**src/rtl/sisc_pkg.sv**
```systemverilog
// rtl/sisc_pkg.sv - shared opcodes, fetch state encoding and instruction field positions for SISC
package sisc_pkg;

  localparam logic [3:0] OP_NOOP = 4'd0;
  localparam logic [3:0] OP_LOD  = 4'd1;
  localparam logic [3:0] OP_STR  = 4'd2;
  localparam logic [3:0] OP_SWP  = 4'd3;
  localparam logic [3:0] OP_BRA  = 4'd4;
  localparam logic [3:0] OP_BRR  = 4'd5;
  localparam logic [3:0] OP_BNE  = 4'd6;
  localparam logic [3:0] OP_BNR  = 4'd7;
  localparam logic [3:0] OP_ALU  = 4'd8;
  localparam logic [3:0] OP_HLT  = 4'd15;

  typedef enum logic {
    ST_IDLE = 1'b0,
    ST_REQ  = 1'b1
  } fetch_state_e;

  localparam int IR_OPCODE_MSB = 31;
  localparam int IR_OPCODE_LSB = 28;
  localparam int IR_MM_MSB     = 27;
  localparam int IR_MM_LSB     = 24;
  localparam int IR_IMM_MSB    = 15;
  localparam int IR_IMM_LSB    = 0;

endpackage

```
**src/rtl/sisc_br_eval.sv**
```systemverilog
// rtl/sisc_br_eval.sv - combinational branch condition and target evaluation
module sisc_br_eval
  import sisc_pkg::*;
#(
  parameter int ADDR_W = 16
) (
  input  logic [3:0]        opcode,
  input  logic [3:0]        mm,
  input  logic [3:0]        stat,
  input  logic [ADDR_W-1:0] pc,
  input  logic [15:0]       imm,
  output logic              take,
  output logic [ADDR_W-1:0] target
);

  logic              stat_hit;
  logic [ADDR_W-1:0] abs_target;
  logic [ADDR_W-1:0] rel_offset;

  always_comb begin
    stat_hit   = (stat & mm) != 4'h0;
    abs_target = ADDR_W'(imm);
    rel_offset = ADDR_W'($signed(imm));
    take       = 1'b0;
    target     = pc;
    case (opcode)
      OP_BRA: begin
        take   = (mm == 4'h0) || stat_hit;
        target = abs_target;
      end
      OP_BRR: begin
        take   = (mm == 4'h0) || stat_hit;
        target = pc + rel_offset;
      end
      OP_BNE: begin
        take   = !stat_hit;
        target = abs_target;
      end
      OP_BNR: begin
        take   = !stat_hit;
        target = pc + rel_offset;
      end
      default: begin
        take   = 1'b0;
        target = pc;
      end
    endcase
  end

endmodule

```
**src/rtl/sisc_ifetch.sv**
```systemverilog
// rtl/sisc_ifetch.sv - SISC instruction fetch stage: PC, IR, memory handshake and branch update
module sisc_ifetch
  import sisc_pkg::*;
#(
  parameter int                ADDR_W   = 16,
  parameter logic [ADDR_W-1:0] RESET_PC = '0
) (
  input  logic              clk,
  input  logic              rst,
  input  logic              fetch_req,
  input  logic              br_en,
  input  logic [3:0]        stat,
  output logic              imem_req,
  output logic [ADDR_W-1:0] imem_addr,
  input  logic              imem_ack,
  input  logic [31:0]       imem_rdata,
  output logic [31:0]       ir,
  output logic [3:0]        opcode,
  output logic [3:0]        mm,
  output logic [ADDR_W-1:0] pc,
  output logic              fetch_done,
  output logic              busy,
  output logic              br_taken
);

  fetch_state_e      state_q, state_d;
  logic [ADDR_W-1:0] pc_q, pc_d;
  logic [31:0]       ir_q, ir_d;
  logic              fetch_done_q, fetch_done_d;
  logic              br_taken_q, br_taken_d;

  logic              br_take;
  logic [ADDR_W-1:0] br_target;

  sisc_br_eval #(.ADDR_W(ADDR_W)) u_br_eval (
    .opcode (ir_q[IR_OPCODE_MSB:IR_OPCODE_LSB]),
    .mm     (ir_q[IR_MM_MSB:IR_MM_LSB]),
    .stat   (stat),
    .pc     (pc_q),
    .imm    (ir_q[IR_IMM_MSB:IR_IMM_LSB]),
    .take   (br_take),
    .target (br_target)
  );

  always_ff @(posedge clk) begin
    if (rst) begin
      state_q      <= ST_IDLE;
      pc_q         <= RESET_PC;
      ir_q         <= '0;
      fetch_done_q <= 1'b0;
      br_taken_q   <= 1'b0;
    end else begin
      state_q      <= state_d;
      pc_q         <= pc_d;
      ir_q         <= ir_d;
      fetch_done_q <= fetch_done_d;
      br_taken_q   <= br_taken_d;
    end
  end

  always_comb begin
    state_d = state_q;
    case (state_q)
      ST_IDLE: if (fetch_req) state_d = ST_REQ;
      ST_REQ:  if (imem_ack)  state_d = ST_IDLE;
      default: state_d = ST_IDLE;
    endcase
  end

  // A branch taken alongside fetch_req lands on the same edge, so the new request sees the target.
  always_comb begin
    pc_d         = pc_q;
    ir_d         = ir_q;
    fetch_done_d = 1'b0;
    br_taken_d   = 1'b0;
    if (state_q == ST_IDLE) begin
      if (br_en && br_take) begin
        pc_d       = br_target;
        br_taken_d = 1'b1;
      end
    end else if (imem_ack) begin
      ir_d         = imem_rdata;
      pc_d         = pc_q + ADDR_W'(1);
      fetch_done_d = 1'b1;
    end
  end

  always_comb begin
    imem_req   = (state_q == ST_REQ);
    busy       = (state_q == ST_REQ);
    imem_addr  = pc_q;
    ir         = ir_q;
    opcode     = ir_q[IR_OPCODE_MSB:IR_OPCODE_LSB];
    mm         = ir_q[IR_MM_MSB:IR_MM_LSB];
    pc         = pc_q;
    fetch_done = fetch_done_q;
    br_taken   = br_taken_q;
  end

endmodule

```
**config.mk**
```make
export PLATFORM = sky130hd
export DESIGN_NAME = sisc_ifetch
export DESIGN_NICKNAME = d
export VERILOG_FILES = /design/src/rtl/sisc_pkg.sv /design/src/rtl/sisc_br_eval.sv /design/src/rtl/sisc_ifetch.sv
export SDC_FILE = /design/constraint.sdc
export NUM_CORES = 1
export LEC_CHECK = 0
export ABC_AREA = 1
export CAP_MARGIN = 25
export CORE_MARGIN = 2
export CORE_UTILIZATION = 42
export CTS_CLUSTER_DIAMETER = 40
export DETAILED_ROUTE_END_ITERATION = 6
export PLACE_DENSITY = 0.77
export SYNTH_ARGS = -nofsm -noshare
export SYNTH_HDL_FRONTEND = slang
export SYNTH_SLANG_ARGS = --single-unit
```
**constraint.sdc**
```tcl
create_clock -name clk -period 1.65 [get_ports clk]
set_input_delay 0.2475 -clock clk [delete_from_list [all_inputs] [get_ports clk]]
set_output_delay 0.2475 -clock clk [all_outputs]
set_load 0.02 [all_outputs]
```
### Word level (Yosys, flattened, before mapping)

Index checks and enable logic that the tools add are counted.
W data, S select, Z words.

| word-level totals | value |
|---|---|
| register bits after elaboration | 51 |
| input port bits | 41 |
| output and inout bits | 76 |
| word-level logic and storage cells | 39 |

| operators by class | value |
|---|---|
| $add $sub $neg | 2 |
| equal/unequal tests | 5 |
| muxes and demuxes | 10 |
| bitwise logic cells | 2 |
| reduce and logical (&&, ||, !) cells | 15 |

Operators by type and width:

| kind | number |
|---|---|
| $mux W16 | 3 |
| $pmux W16 S2 | 1 |
| $add A16 B1 Y16 const B | 1 |
| $add A16 B16 Y16 | 1 |
| $eq A4 B3 Y1 const B | 4 |
| $reduce_or A2 Y1 | 6 |
| $and A4 B4 Y4 | 1 |
| $logic_not A4 Y1 | 1 |
| $mux W1 | 4 |
| $pmux W1 S2 | 2 |
| $reduce_bool A4 Y1 | 1 |
| $reduce_and A3 Y1 | 1 |
| $reduce_bool A3 Y1 | 1 |
| $ne A2 B2 Y1 const B | 1 |
| $reduce_and A2 Y1 | 1 |
| $reduce_bool A2 Y1 | 1 |
| $logic_and A1 B1 Y1 | 1 |
| $logic_not A1 Y1 | 1 |
| $logic_or A1 B1 Y1 | 1 |
| $not A1 Y1 | 1 |

### Logic depth before layout (Yosys ltp)

| logic depth | value |
|---|---|
| depth in word-level cells | 7 |
| depth in mapped cells | 13 |
| mapped depth without buffers | 13 |

### Modules after synthesis

Synthesis repeated with hierarchy kept, for this count alone.

| second synthesis, totals | value |
|---|---|
| cells, all modules | 619 |
| area total of the unflattened synthesis | 3841.2 sq um |

Modules (own cells, without submodules):

| module | times used | cells an instance | area an instance (sq um) | sequential area each (sq um) |
|---|---|---|---|---|
| sisc_ifetch | 1 | 356 | 2484.9 | 1021.0 |
| sisc_br_eval | 1 | 263 | 1356.3 | 0.0 |

### Worst setup path after synthesis

OpenSTA, ideal clock, no wires.

| timing | value |
|---|---|
| path kind | register -> register |
| start point | register pc_q[0], in the netlist imem_addr[0] |
| end point | register pc_q[10], in the netlist imem_addr[10] |
| setup time | 0.122 ns |
| arrival | 1.800 ns |
| data required time | 1.528 ns |
| path slack | -0.272 ns |
| stages on the path, launching flop included | 13 |
| buffers on the path | 0 |
| clock period less this slack | 1.922 ns |
| path through | dfxtp_1 -> ha_1 -> fa_1 -> nand2_1 -> nand2_1 -> nand3b_1 -> nand2_1 -> nand2_1 -> nand2_1 -> nand2_1 -> nand2_1 -> o21ai_0 -> a21oi_2 |

| between the ends | value |
|---|---|
| longest elaborated chain between the ends | 4 |
| elaborated cells on any way between the ends | 6 |
| those cells by class | add/sub (2); mux (4) |

RTL lines:

| what | RTL line | text |
|---|---|---|
| start: declaration | sisc_ifetch.sv:27 | `logic [ADDR_W-1:0] pc_q, pc_d;` |
| start signal: assignment | sisc_ifetch.sv:54 | `pc_q <= pc_d;` |
| $add A16 B16 Y16 | sisc_br_eval.sv:33, sisc_br_eval.sv:41 |  |
| $pmux W16 S2 | sisc_br_eval.sv:26 | `case (opcode)` |
| $mux W16 | sisc_ifetch.sv:77 | `if (br_en && br_take) begin` |
| $mux W16 (*) | sisc_ifetch.sv:76 | `if (state_q == ST_IDLE) begin` |

Mark *: on every way between the ends. The rest lies on a longest branch, timed or not. The select of a mux whose other input is x is not followed.
A chain may end at the register's enable or synchronous reset.

### Worst setup path in the final report

| timing | value |
|---|---|
| start point | register pc_q[0], in the netlist imem_addr[0] |
| end point | register pc_q[14], in the netlist imem_addr[14] |

The elaborated chain is that of the path after synthesis.

==> impl_metrics.tcl <==
set metrics [dict create \
    synthFlopType "dfxtp_1" \
    yosys.area.top_type_share_pct 29.1 \
    synth_seq_area_share_pct 29.1 \
    ys_seq_elements 51 \
    wl_per_cell_um 14.7 \
    rsz0062_at_grt "yes" \
    core.rowCount 33 \
    crit_arrival_ns 2.00 \
    fin_setup_tns_ns -0.257 \
    setup_violations 4 \
    ant_nets 0 \
    post_dp_cell_area_mm2 0.00497 \
    htreeDepth 2 \
    powerDensity_mw_per_mm2 586 \
    design_area_mm2 0.00544 \
    r2r_end "imem_addr[14]" \
    area_growth_pct 54.9 \
    fin_util_pct 66.6 \
    path_max_fanout 3 \
    num_vias 4065 \
    core_mm2 0.00818 \
    hold_violations 0 \
    dr.first_iter.drc_count 247 \
    drc 0 \
    slew_viol_final 0 \
    ios 117 \
    min_from "imem_rdata[4]" \
    port_buffers 116 \
    start_kind "register" \
    cts_max_path_buffers 2 \
    start_util_pct 43.0 \
    track_usage_pct 24.2 \
    cap_violations 0 \
    max_slew_margin_pct 76.5 \
    die_h_um 95.5 \
    hpwl_um 8410 \
    tightest_slew_ns 0.352 \
    yosysWarnings 0 \
    synthCells 541 \
    clk_latency_ns 0.32 \
    synth.area.top_cells "dfxtp_1, nand2_1, nand3_1" \
    cp-startpoint "imem_addr[0]" \
    grt_pass1_wl_um 17300 \
    layout_min_cycle_time_ns 1.74 \
    hold_path_class "in -> reg" \
    finClkSkew_ns 0.00821 \
    synthDistinctLibCells 38 \
    r2r_slack_ns -0.09 \
    overflow 0 \
    cts-root-buf "clkbuf_8" \
    cp-end-kind "register" \
    setup_ws_ns -0.0871 \
    dieArea_mm2 0.00911 \
    antenna_found_initial 0 \
    nets 737 \
    routed_via_density 5.18 \
    grt_max_degree 24 \
    synth.net_count 599 \
    grt_pass1_vias 3761 \
    leakagePower_nw 2.77 \
    routed_wl_um 11500 \
    max_freq_ghz 0.576 \
    num_antenna_cells 0 \
    violations "setup timing" \
    status "finished with violations" \
    cts.reportedPaths.clkPinSlew_ns 0.11 \
    rr_worst_depth 12 \
    numCtsBuffers 5 \
    syn_area_mm2 0.00351 \
    postSynthAreaPerCell_um2 6.49 \
    yosys.area.top_type "dfxtp_1" \
    place_congestion 0.895 \
    drive_gt1_share_pct 25.6 \
    synth.most_common_cell "nand2_1" \
    async_reset_ff_share_pct 0 \
    cp.required_ns 1.91 \
    first_pass_iters 5 \
    cts.sinks 51 \
    period_share_pct 105 \
    cts_tree "yes" \
    endpoint "imem_addr[14]" \
    power.total_mw 3.19 \
    critPathKind "reg -> reg" \
    max-vdd-ir-drop_v 0.000329 \
    fp.dieW_um 95.5 \
    synth-edff-count 0 \
    synthTopCellsByCount "nand2_1, inv_1, dfxtp_1, nand3_1, a21oi_1" \
    place_ws_ns -0.0932 \
    r2r_start "imem_addr[0]" \
]
==> worst max-delay path: stages, from the launching register on <==
cell and delay [ns]:
dfxtp_4 0.37, buf_4 0.14, ha_4 0.14, nand2_2 0.07, inv_2 0.06, nand2_1 0.05
nor2_1 0.19, nand3_1 0.15, xor2_1 0.16, nand2_1 0.06, nand2_1 0.08, clkinv_1 0.08
a21oi_2 0.13
==> cell usage in the layout, fill, tap and decap left out, types with 27 or more instances in the layout <==
cell type        instances
inv_1                   58
clkdlybuf4s50_1         61
dfxtp_1                 27
nand3_1                 40
nand2_1                133
a21oi_1                 30
nor2_1                  28
dlygate4sd2_1           31
buf_4                   55
==> cell families (layout without fill, tap and decap cells) <==
logic type      Yosys count  in the layout  synth area share [%]
compound gates           98             98                  15.3
xor+xnor                 10             10                  2.49
fa+ha+maj                17             17                  6.27
buf+inv                 110            249                  15.6
flops                    51             51                  29.1
simple gates            255            255                  31.2
==> flip-flops by register name (all words and copies together), names as in the netlist <==
| register | flops |
|---|---|
| ir | 32 |
| br_taken | 1 |
| busy | 1 |
| imem_addr | 16 |
| fetch_done | 1 |
==> report_power, final <==
part	internal, mW	switching (mW)
combinational	0.486	0.534
sequential	1.30	0.0773
clock	0.305	0.484
==> layout make-up <==
class	instances	area, um2
Fill cell	712	2730
Multi-Input combinational cell	380	2280
Timing Repair Buffer	172	1620
Sequential cell	51	1060
Inverter	69	264
Tap cell	105	131
Clock buffer	5	68.8
Clock inverter	3	23.8
==> metal layers <==
| layer | up-vias | routed length [um] | track usage, % |
|---|---|---|---|
| met2 | 189 | 5540 | 40.8 |
| li1 | 1987 | - | - |
| met4 | 0 | 214 | 7.50 |
| met3 | 23 | 865 | 4.11 |
| met5 | - | 0 | 0 |
| met1 | 1866 | 4900 | 31.5 |
==> repair_timing <==
action,CTS,global route
cloned,0,0
buffers inserted,0,3
pin swaps,4,12
setup endpoints to repair,44,40
gates resized for setup,48,83
hold buffers,0,0
hold endpoints to repair,0,0
==> through the flow <==
step	hold WS [ns]	cells
global route	0.469	785
detailed placement	0.461	774
global placement	0.458	774
floorplan	0.320	541
CTS	0.450	782
finish	0.452	785
==> how the worst min path moves through the flow <==
stage | end | cells past startpoint
2_1_floorplan | br_taken | 1
3_3_place_gp | ir[17] | 2
3_5_place_dp | ir[16] | 2
4_1_cts | ir[4] | 3
5_1_grt | ir[21] | 3
6_report | ir[4] | 3
No activity file was read; power rests on OpenSTA's default activity.
